<file path="src/rtl/detector_paso_pkg.sv">
// -----------------------------------------------------------------------------
// detector_pkg
// Shared types and constants for the two-beam vehicle direction detector.
//   estado_t : FSM states of the beam-break sequence tracker.
//   CMD_*    : command encodings to the occupancy counter, bit order {Z1,Z0}.
//              {1,1} is deliberately absent: the counter treats it as clear.
// -----------------------------------------------------------------------------
package detector_pkg;

  typedef enum logic [2:0] {
    IDLE,    // no beam blocked
    ENT_A,   // entry: street beam only
    ENT_AB,  // entry: both beams
    ENT_B,   // entry: lot beam only
    SAL_B,   // exit: lot beam only
    SAL_BA,  // exit: both beams
    SAL_A,   // exit: street beam only
    BLOQ     // locked out until both beams clear
  } estado_t;

  localparam logic [1:0] CMD_NADA = 2'b00;
  localparam logic [1:0] CMD_INC  = 2'b01;
  localparam logic [1:0] CMD_DEC  = 2'b10;

endpackage : detector_pkg

</file>
<file path="src/rtl/detector_paso_antirrebote.sv">
// -----------------------------------------------------------------------------
// antirrebote
// Two-flop synchroniser followed by a debouncer for one infrared barrier.
// The debounced level adopts the synchronised value only after the two have
// disagreed for DEB_CYCLES consecutive cycles; any agreement restarts the run.
// Raw edge to level change is 2 + DEB_CYCLES cycles.
//   clk, rst_n : clock, asynchronous active-low reset
//   raw        : raw sensor, asynchronous to clk, 1 = beam blocked
//   nivel      : debounced, synchronous level
// -----------------------------------------------------------------------------
module antirrebote #(
  parameter int DEB_CYCLES = 4
) (
  input  logic clk,
  input  logic rst_n,
  input  logic raw,
  output logic nivel
);

  // Counter only needs to reach DEB_CYCLES-1; the last step commits the level.
  localparam int CW = (DEB_CYCLES < 2) ? 1 : $clog2(DEB_CYCLES);

  logic          sync1_q, sync2_q;
  logic [CW-1:0] cnt_q, cnt_d;
  logic          nivel_q, nivel_d;

  always_comb begin
    // NOTE: every combinational output gets a default first, so no path
    // through the block can leave it unassigned and infer a latch.
    cnt_d   = '0;
    nivel_d = nivel_q;
    if (sync2_q != nivel_q) begin
      if (cnt_q == CW'(DEB_CYCLES - 1)) begin
        nivel_d = sync2_q;
      end else begin
        cnt_d = cnt_q + 1'b1;
      end
    end
  end

  // NOTE: state registers use non-blocking assignments so every flop samples
  // the pre-edge values; this is what makes the two-flop chain a real chain.
  always_ff @(posedge clk or negedge rst_n) begin
    if (!rst_n) begin
      sync1_q <= 1'b0;
      sync2_q <= 1'b0;
      cnt_q   <= '0;
      nivel_q <= 1'b0;
    end else begin
      sync1_q <= raw;
      sync2_q <= sync1_q;
      cnt_q   <= cnt_d;
      nivel_q <= nivel_d;
    end
  end

  assign nivel = nivel_q;

endmodule : antirrebote

</file>
<file path="src/rtl/detector_paso.sv">
// -----------------------------------------------------------------------------
// detector_paso
// Direction detector for a car-park gate with two infrared beams: A on the
// street side, B on the lot side. Debounces both beams, tracks the break
// sequence and issues one-cycle commands to a 3-bit occupancy counter only for
// complete, legal passages.
//   clk, rst_n : clock, asynchronous active-low reset
//   sensor_a   : raw beam A (street), 1 = blocked
//   sensor_b   : raw beam B (lot), 1 = blocked
//   lleno      : counter is full (count = 7)
//   cuenta     : current counter value
//   Z0         : increment pulse (one entry)
//   Z1         : decrement pulse (one exit)
//   rechazo    : pulse, entry completed while full (no Z0 issued)
//   error      : pulse, exit while empty, timeout, or both beams from IDLE
//   ocupado    : FSM is outside IDLE
// All outputs are registered.
// -----------------------------------------------------------------------------
import detector_pkg::*;

module detector_paso #(
  parameter int DEB_CYCLES = 4,
  parameter int TIMEOUT    = 1000
) (
  input  logic       clk,
  input  logic       rst_n,
  input  logic       sensor_a,
  input  logic       sensor_b,
  input  logic       lleno,
  input  logic [2:0] cuenta,
  output logic       Z0,
  output logic       Z1,
  output logic       rechazo,
  output logic       error,
  output logic       ocupado
);

  localparam int TW = $clog2(TIMEOUT + 1);

  logic a_d, b_d;
  logic [1:0] par;

  estado_t state_q, state_d;
  logic [TW-1:0] to_q, to_d;
  logic [1:0] cmd_q, cmd_d;
  logic rechazo_q, rechazo_d;
  logic error_q, error_d;
  logic ocupado_q;

  antirrebote #(.DEB_CYCLES(DEB_CYCLES)) u_deb_a (
    .clk   (clk),
    .rst_n (rst_n),
    .raw   (sensor_a),
    .nivel (a_d)
  );

  antirrebote #(.DEB_CYCLES(DEB_CYCLES)) u_deb_b (
    .clk   (clk),
    .rst_n (rst_n),
    .raw   (sensor_b),
    .nivel (b_d)
  );

  assign par = {a_d, b_d};

  always_comb begin
    state_d   = state_q;
    cmd_d     = CMD_NADA;
    rechazo_d = 1'b0;
    error_d   = 1'b0;
    to_d      = '0;

    unique case (state_q)
      IDLE: begin
        unique case (par)
          2'b10: state_d = ENT_A;
          2'b01: state_d = SAL_B;
          2'b11: begin
            // Both beams at once cannot be told apart as entry or exit.
            state_d = BLOQ;
            error_d = 1'b1;
          end
          default: state_d = IDLE;
        endcase
      end
      ENT_A: begin
        if (par == 2'b11)      state_d = ENT_AB;
        else if (par == 2'b00) state_d = IDLE;   // car backed out
      end
      ENT_AB: begin
        if (par == 2'b01)      state_d = ENT_B;
        else if (par == 2'b10) state_d = ENT_A;
      end
      ENT_B: begin
        if (par == 2'b00) begin
          state_d = IDLE;
          // lleno is only looked at in the completing cycle.
          if (lleno) rechazo_d = 1'b1;
          else       cmd_d     = CMD_INC;
        end else if (par == 2'b11) begin
          state_d = ENT_AB;
        end
      end
      SAL_B: begin
        if (par == 2'b11)      state_d = SAL_BA;
        else if (par == 2'b00) state_d = IDLE;
      end
      SAL_BA: begin
        if (par == 2'b10)      state_d = SAL_A;
        else if (par == 2'b01) state_d = SAL_B;
      end
      SAL_A: begin
        if (par == 2'b00) begin
          state_d = IDLE;
          if (cuenta == 3'd0) error_d = 1'b1;
          else                cmd_d   = CMD_DEC;
        end else if (par == 2'b11) begin
          state_d = SAL_BA;
        end
      end
      BLOQ: begin
        if (par == 2'b00) state_d = IDLE;
      end
      default: state_d = IDLE;
    endcase

    // Timeout only runs while a sequence is in progress and the state holds;
    // any transition leaves to_d at its cleared default. A completion always
    // changes state, so it can never coincide with a timeout.
    if ((state_q != IDLE) && (state_q != BLOQ) && (state_d == state_q)) begin
      if (to_q == TW'(TIMEOUT - 1)) begin
        state_d = BLOQ;
        error_d = 1'b1;
      end else begin
        to_d = to_q + 1'b1;
      end
    end
  end

  always_ff @(posedge clk or negedge rst_n) begin
    if (!rst_n) begin
      state_q   <= IDLE;
      to_q      <= '0;
      cmd_q     <= CMD_NADA;
      rechazo_q <= 1'b0;
      error_q   <= 1'b0;
      ocupado_q <= 1'b0;
    end else begin
      state_q   <= state_d;
      to_q      <= to_d;
      cmd_q     <= cmd_d;
      rechazo_q <= rechazo_d;
      error_q   <= error_d;
      // Registered from the next state so it tracks state_q exactly.
      ocupado_q <= (state_d != IDLE);
    end
  end

  assign Z0      = cmd_q[0];
  assign Z1      = cmd_q[1];
  assign rechazo = rechazo_q;
  assign error   = error_q;
  assign ocupado = ocupado_q;

endmodule : detector_paso

</file>
<file path="config.mk">
export PLATFORM = sky130hd
export DESIGN_NAME = detector_paso
export DESIGN_NICKNAME = d
export VERILOG_FILES = /design/src/rtl/detector_paso_pkg.sv /design/src/rtl/detector_paso_antirrebote.sv /design/src/rtl/detector_paso.sv
export SDC_FILE = /design/constraint.sdc
export NUM_CORES = 1
export LEC_CHECK = 0
export CAP_MARGIN = 20
export CORE_MARGIN = 2
export CORE_UTILIZATION = 55
export DETAILED_ROUTE_END_ITERATION = 8
export DONT_BUFFER_PORTS = 1
export PLACE_DENSITY = 0.7
export SETUP_SLACK_MARGIN = 0.15
export SLEW_MARGIN = 5
export SYNTH_ARGS = -nofsm -noshare
export SYNTH_HDL_FRONTEND = slang
export SYNTH_HIERARCHICAL = 1
export SYNTH_SLANG_ARGS = --single-unit
</file>
<file path="constraint.sdc">
create_clock -name clk -period 2.4 [get_ports clk]
set_input_delay 0.24 -clock clk [delete_from_list [all_inputs] [get_ports clk]]
set_output_delay 0.24 -clock clk [all_outputs]
set_load 0.02 [all_outputs]
</file>
# [Word-level counts from Yosys, hierarchy flattened]
# Cells that the tools add are included.
[totals] regBits=28 input_bits=8 elab_cells=78
[classes] n_addsub=3 eq_ne=17 muxes=35 reduce_logical=9
[ops] cell="$mux W3" n=13
[ops] cell="$pmux W3 S8" n=1
[ops] cell="$mux W10" n=2
[ops] cell="$eq A3 B3 Y1 const B" n=4
[ops] cell="$mux W2" n=6
[ops] cell="$add A10 B1 Y10 const B" n=1
[ops] cell="$eq A10 B10 Y1 const B" n=1
[ops] cell="$mux W1" n=10
[ops] cell="$pmux W3 S3" n=1
[ops] cell="$eq A2 B2 Y1 const B" n=4
[ops] cell="$eq A3 B2 Y1 const B" n=2
[ops] cell="$logic_not A3 Y1" n=2
[ops] cell="$reduce_bool A3 Y1" n=2
[ops] cell="$add A2 B1 Y2 const B" n=2
[ops] cell="$pmux W2 S2" n=1
[ops] cell="$reduce_and A2 Y1" n=2
[ops] cell="$eq A3 B1 Y1 const B" n=1
[ops] cell="$eq A3 B3 Y1" n=1
[ops] cell="$ne A3 B3 Y1 const B" n=1
[ops] cell="$eq A2 B1 Y1 const B" n=1
[ops] cell="$logic_and A1 B1 Y1" n=2
[ops] cell="$logic_not A2 Y1" n=1
[ops] cell="$ne A1 B1 Y1" n=2
[ops] cell="$pmux W1 S2" n=1

# [Depth between registers and ports, before layout]
# Gate-level depths: netlist of the first run.
[depth] depth_word=8 ltp_mapped=6 ltp_nobuf=5

# [Hierarchy]
# Netlist of the first run, hierarchy kept.
[by_module_without_submodules] module="detector_paso" n_inst=1 cells_each=106 area_per_inst_um2=1007.2 seq_area_each_um2=450.4
[by_module_without_submodules] module="antirrebote" n_inst=2 cells_each=10 area_per_inst_um2=173.9 seq_area_each_um2=125.1

# [Worst setup path after synthesis of the first run]
# No wires, ideal clock.
[synth_path] path_type="reg-to-reg" start="register to_q[0]" end="register to_q[3]" setup_time_ns=0.072 arrival_ns=1.258 required_ns=2.328 slack_ns=1.071 stages_incl_launch_ff=6 n_path_buf=0 synth_period_minus_slack_ns=1.329 cell_sequence="dfrtp_1 -> ha_1 -> and4b_1 -> and3b_1 -> o21bai_4 -> nor2_1"
[synth_between] elab_chain_len=3 elab_cells_between_ends=4 cone_classes="1 x add/sub; 1 x eq/ne; 2 x mux"
[synth_rtl] element="from (decl)" line_no="detector_paso.sv:44" text="logic [TW-1:0] to_q, to_d;"
[synth_rtl] element="from (signal assigned)" line_no="detector_paso.sv:150" text="to_q <= to_d;"
[synth_rtl] element="$add A10 B1 Y10 / $eq A10 B10 Y1 (equally long branches)" line_no="detector_paso.sv:135, detector_paso.sv:131"
[synth_rtl] element="$mux W10 (*)" line_no="detector_paso.sv:131" text="if (to_q == TW'(TIMEOUT - 1)) begin"
[synth_rtl] element="$mux W10 (*)" line_no="detector_paso.sv:130" text="if ((state_q != IDLE) && (state_q != BLOQ) && (state_d == state_q)) begin"
[synth_rtl] element="named net to_d[3]" line_no="detector_paso.sv:44"
# Mark *: on every way through the listed nets, which the timed path passes. The rest lies on a longest branch.
# A chain may end at the register's enable or synchronous reset.

# [Worst setup path in the final report of the first run]
[layout_path] start="register state_q[2]" end="register to_q[8]"
[layout_between] elab_chain_len=6 elab_cells_between_ends=26 cone_classes="9 x eq/ne; 13 x mux; 4 x reduce/logical"
[layout_rtl] element="from (decl)" line_no="detector_paso.sv:43" text="estado_t state_q, state_d;"
[layout_rtl] element="from (signal assigned)" line_no="detector_paso.sv:149" text="state_q <= state_d;"
[layout_rtl] element="$mux W3 (on tied branches)"
[layout_rtl] element="$mux W3, or another cell as far along" line_no="detector_paso.sv:113" text="if (par == 2'b00) begin"
[layout_rtl] element="$pmux W3 S8" line_no="detector_paso.sv:73" text="unique case (state_q)"
[layout_rtl] element="$eq A3 B3 Y1" line_no="detector_paso.sv:130"
[layout_rtl] element="$logic_and A1 B1 Y1 (*)" line_no="detector_paso.sv:130"
[layout_rtl] element="$mux W10 (*)" line_no="detector_paso.sv:130"
[layout_rtl] element="named net to_d[8]" line_no="detector_paso.sv:44"
# Marks and branches as above.

==> results of run 1 <==
[what timing repair did]
| action | in CTS | in global routing |
|---|---|---|
| hold endpoints to repair | 32 | 0 |
| setup buffers | 0 | 0 |
| gates resized for setup | 0 | 0 |
| hold buffers | 5 | 0 |
[worst max-delay path by stage]
stage / to / depth (start not counted) / start / slack [ns]
after CTS: state_q[2]$_DFF_PN0_ / 4 / state_q[2]$_DFF_PN0_ / 0.85
after global placement: to_q[0]$_DFF_PN0_ / 4 / state_q[0]$_DFF_PN0_ / 0.92
after detailed placement: to_q[7]$_DFF_PN0_ / 4 / state_q[2]$_DFF_PN0_ / 0.87
after floorplan: to_q[3]$_DFF_PN0_ / 5 / to_q[0]$_DFF_PN0_ / 1.07
final: to_q[8]$_DFF_PN0_ / 4 / state_q[2]$_DFF_PN0_ / 0.87
after global routing: to_q[3]$_DFF_PN0_ / 4 / state_q[2]$_DFF_PN0_ / 0.70
[cell families (layout without fill, tap and decap cells)]
kind of cell	count (synthesis)	after routing	share of synthesized area
AND/OR/NAND/NOR	50	50	0.203
flip-flops	28	28	0.517
AO/OA/AOI/OAI	22	22	0.129
XOR/XNOR	10	10	0.0646
buffers and inverters	10	13	0.0342
adder cells (fa/ha/maj)	3	3	0.0277
multiplexers	3	3	0.0240
[area by class of cell]
class / instances / area [µm²] / area share
clock buffers: 3 / 22.5 / 0.0153
flip-flops and latches: 28 / 701 / 0.476
well taps: 28 / 35.0 / 0.0238
inverters: 4 / 15.0 / 0.0102
clock inverters: 1 / 30.0 / 0.0204
repair buffers: 5 / 60.1 / 0.0408
multi-input cells: 88 / 608 / 0.413
[metrics by stage]
step | hold slack [ns] | power, µW
after floorplan | -0.0556 | 1210
final | 0.186 | 1580
after global placement | -0.0551 | 1250
after CTS | 0.167 | 1590
after global routing | 0.205 | 1710
after detailed placement | -0.0551 | 1270
[critical path, stage by stage (launching register included)]
cell and delay (ns):
sky130_fd_sc_hd__dfrtp_1 0.57, sky130_fd_sc_hd__or3b_4 0.46, sky130_fd_sc_hd__a21boi_4 0.20, sky130_fd_sc_hd__o21bai_4 0.13
sky130_fd_sc_hd__nor2_1 0.11
[metal layers]
layer,routed length (µm),track usage,share of wire
met3,60,0.0250,0.030
met2,951,0.282,0.47
met1,991,0.233,0.49
met4,16,0.0769,0.0079
met5,0,0,0
[state kept, by name (all words and copies together) (netlist names)]
register and count:
u_deb_b/cnt_q 2, error 1, u_deb_b/sync1_q 1, rechazo 1, u_deb_b/sync2_q 1, to_q 10, u_deb_b/nivel 1, cmd_q 2
u_deb_a/sync1_q 1, ocupado 1, u_deb_a/sync2_q 1, u_deb_a/nivel 1, u_deb_a/cnt_q 2, state_q 3
[Yosys cell counts]
cell / instances
sky130_fd_sc_hd__nor4bb_1: 1
sky130_fd_sc_hd__a21oi_1: 2
sky130_fd_sc_hd__mux2i_1: 1
sky130_fd_sc_hd__and4b_1: 1
sky130_fd_sc_hd__nor3b_1: 1
sky130_fd_sc_hd__and2_1: 1
sky130_fd_sc_hd__dfrtp_1: 28
sky130_fd_sc_hd__ha_1: 3
sky130_fd_sc_hd__a31oi_1: 3
sky130_fd_sc_hd__nand2_1: 4
sky130_fd_sc_hd__o2bb2ai_1: 1
sky130_fd_sc_hd__nand4_1: 1
sky130_fd_sc_hd__or3b_4: 1
sky130_fd_sc_hd__buf_2: 1
sky130_fd_sc_hd__o21ai_0: 5
sky130_fd_sc_hd__nor2_1: 18
sky130_fd_sc_hd__a211o_1: 1
sky130_fd_sc_hd__nand2b_1: 3
sky130_fd_sc_hd__a21bo_2: 1
sky130_fd_sc_hd__inv_1: 4
sky130_fd_sc_hd__and3b_1: 2
sky130_fd_sc_hd__buf_6: 1
sky130_fd_sc_hd__o21bai_4: 1
sky130_fd_sc_hd__clkbuf_1: 4
sky130_fd_sc_hd__a21oi_2: 1
sky130_fd_sc_hd__nand4b_1: 1
sky130_fd_sc_hd__nand3b_1: 1
sky130_fd_sc_hd__a21boi_4: 1
sky130_fd_sc_hd__a2bb2oi_1: 1
sky130_fd_sc_hd__o21a_1: 2
sky130_fd_sc_hd__o21ai_2: 1
sky130_fd_sc_hd__nor2b_1: 3
sky130_fd_sc_hd__nand3_1: 6
sky130_fd_sc_hd__nor3_1: 4
sky130_fd_sc_hd__xor2_1: 1
sky130_fd_sc_hd__xnor2_1: 9
sky130_fd_sc_hd__nor3_2: 2
sky130_fd_sc_hd__o211ai_1: 2
sky130_fd_sc_hd__mux2_2: 2
[power breakdown]
| part | internal [µW] | switching, µW | total [µW] |
|---|---|---|---|
| Sequential | 568 | 189 | 757 |
| Clock | 169 | 132 | 301 |
| Combinational | 269 | 250 | 519 |
| Total | 1010 | 571 | 1580 |
==> impl_summary.txt, run 1 <==
----------------------------------------------------
[Setup path]
  Reg2reg setup slack ... 0.87 ns
  Crit path DAT ... 1.80 ns
  Launching point of the worst reg2reg path ... state_q[2]$_DFF_PN0_
  Nature of the critical path endpoint ... register
  Critical path class ... reg -> reg
  Crit path launch type ... register
  Critical path required time ... 2.67 ns
  Number of cells traversed by the worst register-to-register path ... 4
  Worst Path Max Fanout ... 18
  Reg-to-reg critical path endpoint ... to_q[8]$_DFF_PN0_

[Power and ir drop]
  Power per standard cell area ... 1070 nW/µm²
  Leakage ... 0.000621 µW
  Worst supply voltage drop on vdd ... 0.698 mV

[Timing]
  Hold violation count in the final report ... 0
  Endpoints failing setup ... 0
  Worst-Margin Slew ... 0.464 ns
  Final period demand of the worst path ... 1.53 ns
  Max Transition Viols Final ... 0
  Unrepaired setup endpoints after global routing ... false
  Share of the clock period used by the worst path after layout ... 0.638
  Setup TNS after final layout ... 0 ns
  Final critical-path setup slack ... 0.868 ns
  Achievable clock frequency ... 653 MHz
  Clock skew after layout ... 0.000747 ns
  Tightest slew margin relative to the limit ... 0.691

[Die]
  Width of the chip ... 53.6 µm
  Number of rows created at floorplan ... 17
  Effective utilization at floorplan ... 0.595
  Area inside the core boundary ... 2280 µm²
  Die Footprint ... 2880 µm²
  Top-level port count ... 13
  Die span in y ... 53.6 µm

[Placed design]
  # port buffers ... 0
  Final HPWL DP ... 1390 µm
  Pre-CTS WS ... 0.870 ns
  Cell area after placement ... 1360 µm²
  Dpl cells ... 148
  Gpl congestion ... 0.756

[Routing]
  Routed len/inst ... 12.9 µm
  Vias post-DR ... 866
  Drt drc ... 0
  First DRT Iteration DRCs ... 16
  TritonRoute pass-1 iters ... 4
  Vias per std cell ... 5.52
  DRT Wirelength ... 2020 µm
  Routed Antenna Nets ... 0

[Clocking]
  Max Buffers Root-to-Sink ... 2
  Clock transition time at the flip-flop clock pins of the worst setup and hold paths ... 0.14 ns
  Clock tree from TritonCTS ... done
  Clock Root Buffer ... sky130_fd_sc_hd__clkbuf_4
  TritonCTS buffer count ... 3
  H-tree lvl count ... 1
  Clk Latency, worst-skew pair ... 0.32 ns
  CTS sink count ... 28

[Final layout]
  Final-stage net count ... 141
  Commonest cells after routing, fill and taps aside ... sky130_fd_sc_hd__dfrtp_1 (28), sky130_fd_sc_hd__nor2_1 (18), sky130_fd_sc_hd__xnor2_1 (9)
  Fraction of layout instances using a drive strength above 1 ... 0.116
  Commonest non-fill, non-tap cell in the layout ... sky130_fd_sc_hd__dfrtp_1
  # diodes ... 0
  Share of the core filled with cells in the final layout ... 0.647
  Area added between synthesis and finish ... 8.59%
  Number of cells in the finished layout apart from fillers ... 157
  Fin area ... 1470 µm²
  # fillers ... 175

[Logic synthesis]
  Portion of synthesized cell area occupied by the leading cell type ... 0.517
  Average cell area after synthesis ... 10.8 µm²
  YS warnings ... 6
  Leading post-synthesis cells by cell area ... sky130_fd_sc_hd__dfrtp_1 (52%), sky130_fd_sc_hd__xnor2_1 (5.8%), sky130_fd_sc_hd__nor2_1 (5.0%)
  Synth unique cells ... 39
  Share of synthesized area occupied by flip-flops and latches ... 0.517
  Synthesized area ... 1360 µm²
  Number of flip-flops and latches in the synthesized netlist ... 28
  Cell type with the highest aggregate area in the netlist ... sky130_fd_sc_hd__dfrtp_1
  Post-synthesis cell count ... 126
  Post-synth net total ... 137

[Global route]
  Antenna violations before repair ... 0
  Maximum number of pins on one net before global-route repair ... 29
  Vias in the first global route ... 807
  Global router's overall resource usage ... 0.174
  Global-route wire length before repair ... 3640 µm
  Sum of overflow across all layers after global routing ... 0

[Outcome]
  Run status ... completed

[Hold path]
  Worst min path class ... in -> reg
  Worst hold path endpoint ... cmd_q[1]$_DFF_PN0_
  Worst min-delay path startpoint ... cuenta[2]
  Hold path depth ... 2

[Job]
  Max_cap viols ... 0

----------------------------------------------------
(Power assumes the default switching activity.)
==> inputs of run 2 (changes only) <==
--- a/config.mk
+++ b/config.mk
@@ -5,12 +5,13 @@
 export SDC_FILE = /design/constraint.sdc
 export NUM_CORES = 1
 export LEC_CHECK = 0
+export ABC_AREA = 1
 export CAP_MARGIN = 20
 export CORE_MARGIN = 2
 export CORE_UTILIZATION = 55
 export DETAILED_ROUTE_END_ITERATION = 8
 export DONT_BUFFER_PORTS = 1
-export PLACE_DENSITY = 0.7
+export PLACE_DENSITY = 0.73
 export SETUP_SLACK_MARGIN = 0.15
 export SLEW_MARGIN = 5
 export SYNTH_ARGS = -nofsm -noshare
==> constraint.sdc (replaced) <==
create_clock -name clk -period 1.3 [get_ports clk]
set_input_delay 0.13 -clock clk [delete_from_list [all_inputs] [get_ports clk]]
set_output_delay 0.13 -clock clk [all_outputs]
set_load 0.02 [all_outputs]
==> impl_summary.txt, run 2 <==
----------------------------------------------------
[Placed design]
  Final HPWL DP ... 2020 µm (+45%)
  # port buffers ... 0 (unchanged)
  Gpl congestion ... 0.924 (+22%)

[Hold path]
  Worst min path class ... in -> reg
  Worst hold path endpoint ... cmd_q[1]$_DFF_PN0_
  Hold path depth ... 2 (unchanged)
  Worst min-delay path startpoint ... cuenta[0]

[Global route]
  Sum of overflow across all layers after global routing ... 0 (unchanged)
  Global-route wire length before repair ... 5110 µm (+41%)
  GRT busiest layer ... met2
  Maximum number of pins on one net before global-route repair ... 29 (unchanged)
  GRT met2 Usage ... 0.399 (+0.117)
  Antenna violations before repair ... 0 (unchanged)
  Met3 demand-to-capacity share in global routing ... 0.0403 (+0.0153)
  Vias in the first global route ... 1278 (+58%)
  Met1 demand-to-capacity share in global routing ... 0.277 (+0.0443)
  Global router's overall resource usage ... 0.235 (+0.0609)

[Power and ir drop]
  Leakage ... 0.000954 µW (+54%)
  Overall power after layout ... 4190 µW (+170%)
  Power per standard cell area ... 2160 nW/µm² (+100%)
  Worst supply voltage drop on vdd ... 1.60 mV (+130%)

[Timing]
  Final critical-path setup slack ... -0.218 ns (-1.09 ns)
  Clock skew after layout ... 0.00638 ns (+0.00564 ns)
  Hold violation count in the final report ... 0 (unchanged)
  Worst hold-check slack ... 0.00886 ns (-0.177 ns)
  Worst-Margin Slew ... 0.279 ns (-0.185 ns)
  Tightest slew margin relative to the limit ... 0.813 (+0.122)
  Achievable clock frequency ... 659 MHz (+0.90%)
  Share of the clock period used by the worst path after layout ... 1.17 (+0.530)
  Max Transition Viols Final ... 0 (unchanged)
  Endpoints failing setup ... 15 (+15)
  Final period demand of the worst path ... 1.52 ns (-0.0136 ns)
  Unrepaired setup endpoints after global routing ... true

[Die]
  Effective utilization at floorplan ... 0.581 (-0.0141)
  Top-level port count ... 13 (unchanged)
  Die span in y ... 55.2 µm (+2.9%)
  Area inside the core boundary ... 2480 µm² (+8.9%)
  Width of the chip ... 55.2 µm (+2.9%)
  Number of rows created at floorplan ... 18 (+1)
  Die Footprint ... 3040 µm² (+5.8%)

[Logic synthesis]
  Post-synthesis adder-cell area fraction ... 0.0261 (-0.00164)
  Ys flop type ... sky130_fd_sc_hd__dfrtp_1
  YS warnings ... 6 (unchanged)
  Xor-xnor portion of the synthesized cell area ... 0.0122 (-0.0525)
  Leading post-synthesis cells by cell area ... sky130_fd_sc_hd__dfrtp_1 (49%), sky130_fd_sc_hd__nand2_1 (11%), sky130_fd_sc_hd__inv_1 (6.5%)
  Average cell area after synthesis ... 8.23 µm² (-23%)
  Synth unique cells ... 24 (-38%)
  Share of synthesized area occupied by flip-flops and latches ... 0.487 (-0.0305)
  Portion of synthesized cell area occupied by the leading cell type ... 0.487 (-0.0305)
  Most frequent cell after synthesis ... sky130_fd_sc_hd__nand2_1
  Synthesized area ... 1440 µm² (+6.3%)
  Cell type with the highest aggregate area in the netlist ... sky130_fd_sc_hd__dfrtp_1
  Fraction of the mapped netlist area in simple logic gates ... 0.338 (+0.135)
  Asr flop ratio synth ... 1.00 (unchanged)
  Post-synthesis cell count ... 175 (+39%)
  Number of flip-flops and latches in the synthesized netlist ... 28 (unchanged)
  Combinational family with the most area after synthesis ... simple AND/OR/NAND/NOR gates
  List of most frequent post-synthesis cells ... sky130_fd_sc_hd__nand2_1 (41), sky130_fd_sc_hd__dfrtp_1 (28), sky130_fd_sc_hd__inv_1 (25)
  Post-synth EDFFs ... 0 (unchanged)
  Post-synth net total ... 186 (+36%)
  Compound-gate portion of the synthesized area ... 0.0513 (-0.0780)
  Multiplexer share of the synthesized area ... 0 (-0.0240)

[Setup path]
  Critical path class ... reg -> reg
  Nature of the critical path endpoint ... register
  Crit path DAT ... 1.79 ns (about the same)
  Reg2reg setup slack ... -0.22 ns (-1.09 ns)
  CP dominant cell by count ... sky130_fd_sc_hd__nand2_2
  Largest incremental delay on the critical path ... 0.48 ns (-0.09 ns)
  Critical path required time ... 1.57 ns (-1.10 ns)
  Number of cells traversed by the worst register-to-register path ... 9 (+5)
  Reg-to-reg critical path endpoint ... error$_DFF_PN0_
  Crit path launch type ... register
  Worst Path Max Fanout ... 5 (-13)
  Launching point of the worst reg2reg path ... state_q[0]$_DFF_PN0_
  List of cells traversed by the critical path ... nor2_4 > nand2_2 > nand2_2 > nand2_2 > nand4_4 > nand2_4 > nand2_4 > nand4_1 > nand2_1
  Slowest stage cell on the critical path ... sky130_fd_sc_hd__dfrtp_2

[Final layout]
  # fillers ... 151 (-14%)
  Commonest cells after routing, fill and taps aside ... sky130_fd_sc_hd__nand2_1 (36), sky130_fd_sc_hd__buf_4 (32), sky130_fd_sc_hd__dfrtp_1 (24)
  Largest Register ... to_q
  Final-stage net count ... 228 (+62%)
  Number of flip-flops in the largest register ... 10 (unchanged)
  Commonest non-fill, non-tap cell in the layout ... sky130_fd_sc_hd__nand2_1
  Fraction of layout instances using a drive strength above 1 ... 0.377 (+0.260)
  # diodes ... 0 (unchanged)
  Area added between synthesis and finish ... 35.0%
  Regs by FF count ... to_q (10), state_q (3)

[Clocking]
  TritonCTS buffer count ... 3 (unchanged)
  Clk Latency, worst-skew pair ... 0.32 ns (about the same)
  H-tree lvl count ... 1 (unchanged)
  Clock transition time at the flip-flop clock pins of the worst setup and hold paths ... 0.14 ns (about the same)
  Clock tree from TritonCTS ... done
  Max Buffers Root-to-Sink ... 2 (unchanged)
  Clock Root Buffer ... sky130_fd_sc_hd__clkbuf_4
  CTS sink count ... 28 (unchanged)

[Routing]
  DRT Wirelength ... 3780 µm (+87%)
  Drt drc ... 0 (unchanged)
  Vias post-DR ... 1393 (+61%)
  First DRT Iteration DRCs ... 64 (+48)
  Routed Antenna Nets ... 0 (unchanged)
  Routed len/inst ... 15.4 µm (+20%)
  TritonRoute pass-1 iters ... 4 (unchanged)
  Vias per std cell ... 5.69 (+3.1%)

[Job]
  Max_cap viols ... 0 (unchanged)

[Outcome]
  Failing checks ... setup timing
  Run status ... complete, but fails checks

----------------------------------------------------
==> run 2: cell families (layout without fill, tap and decap cells) <==
family	after synthesis	in the layout
xor gates and xnor gates	2	2
AOI/OAI and AO/OA	11	11
and+or+nand+nor	102	103
DFF	28	28
buffers and inverters	29	68
adders and majority gates	3	3
==> run 2: critical path, delay by kind of cell (launching register included) <==
kind / cells / cell delay, ns
flip-flops: 1 / 0.48
AND/OR/NAND/NOR: 9 / 0.99
==> run 2: power breakdown <==
part	leakage, µW	switching [µW]	total, µW	internal, µW
Combinational	0.000580	1400	2550	1140
Sequential	0.000360	218	1290	1070
Clock	0.0000138	244	353	109
Total	0.000954	1870	4190	2330
==> run 2: final cells by class <==
type	instances	area, µm²	share of cell area
Multi-Input combinational cell	119	764	0.393
Sequential cell	28	706	0.363
Timing Repair Buffer	38	310	0.160
Inverter	27	104	0.0534
Tap cell	30	37.5	0.0193
Clock buffer	3	22.5	0.0116
==> run 2: what timing repair did <==
item | 4_1_cts | 5_1_grt
setup buffers | 9 | 7
hold buffers | 6 | 0
endpoints found under the hold margin | 33 | 0
pin swaps | 9 | 11
gates cloned | 1 | 0
gates resized for setup | 17 | 19
setup endpoints to repair | 15 | 16
==> run 2: metal layers <==
layer	vias up	wire (µm)
li1	644	-
met5	-	0
met4	0	140
met2	66	1840
met3	18	256
met1	665	1540
==> run 2: how the worst max path moves through the flow <==
stage | startpoint | endpoint | slack, ns | depth (start not counted)
global route | state_q[0]$_DFF_PN0_ | error$_DFF_PN0_ | -0.31 | 9
global placement | state_q[2]$_DFF_PN0_ | to_q[3]$_DFF_PN0_ | -0.08 | 8
finish | state_q[0]$_DFF_PN0_ | error$_DFF_PN0_ | -0.22 | 9
floorplan | state_q[0]$_DFF_PN0_ | to_q[0]$_DFF_PN0_ | 0.02 | 10
CTS | state_q[1]$_DFF_PN0_ | state_q[2]$_DFF_PN0_ | -0.09 | 9
detailed placement | state_q[2]$_DFF_PN0_ | to_q[2]$_DFF_PN0_ | -0.13 | 8
==> run 2: through the flow <==
step	TNS, ns	instance area (µm²)	instances	util	setup slack, ns
after global placement	-0.916	1590	219	0.642	-0.0806
after floorplan	0	1460	175	-	0.0159
after CTS	-0.816	1820	238	0.734	-0.0902
after detailed placement	-1.27	1590	219	0.642	-0.131
final	-2.29	1940	245	0.785	-0.218
after global routing	-3.50	1940	245	0.785	-0.311
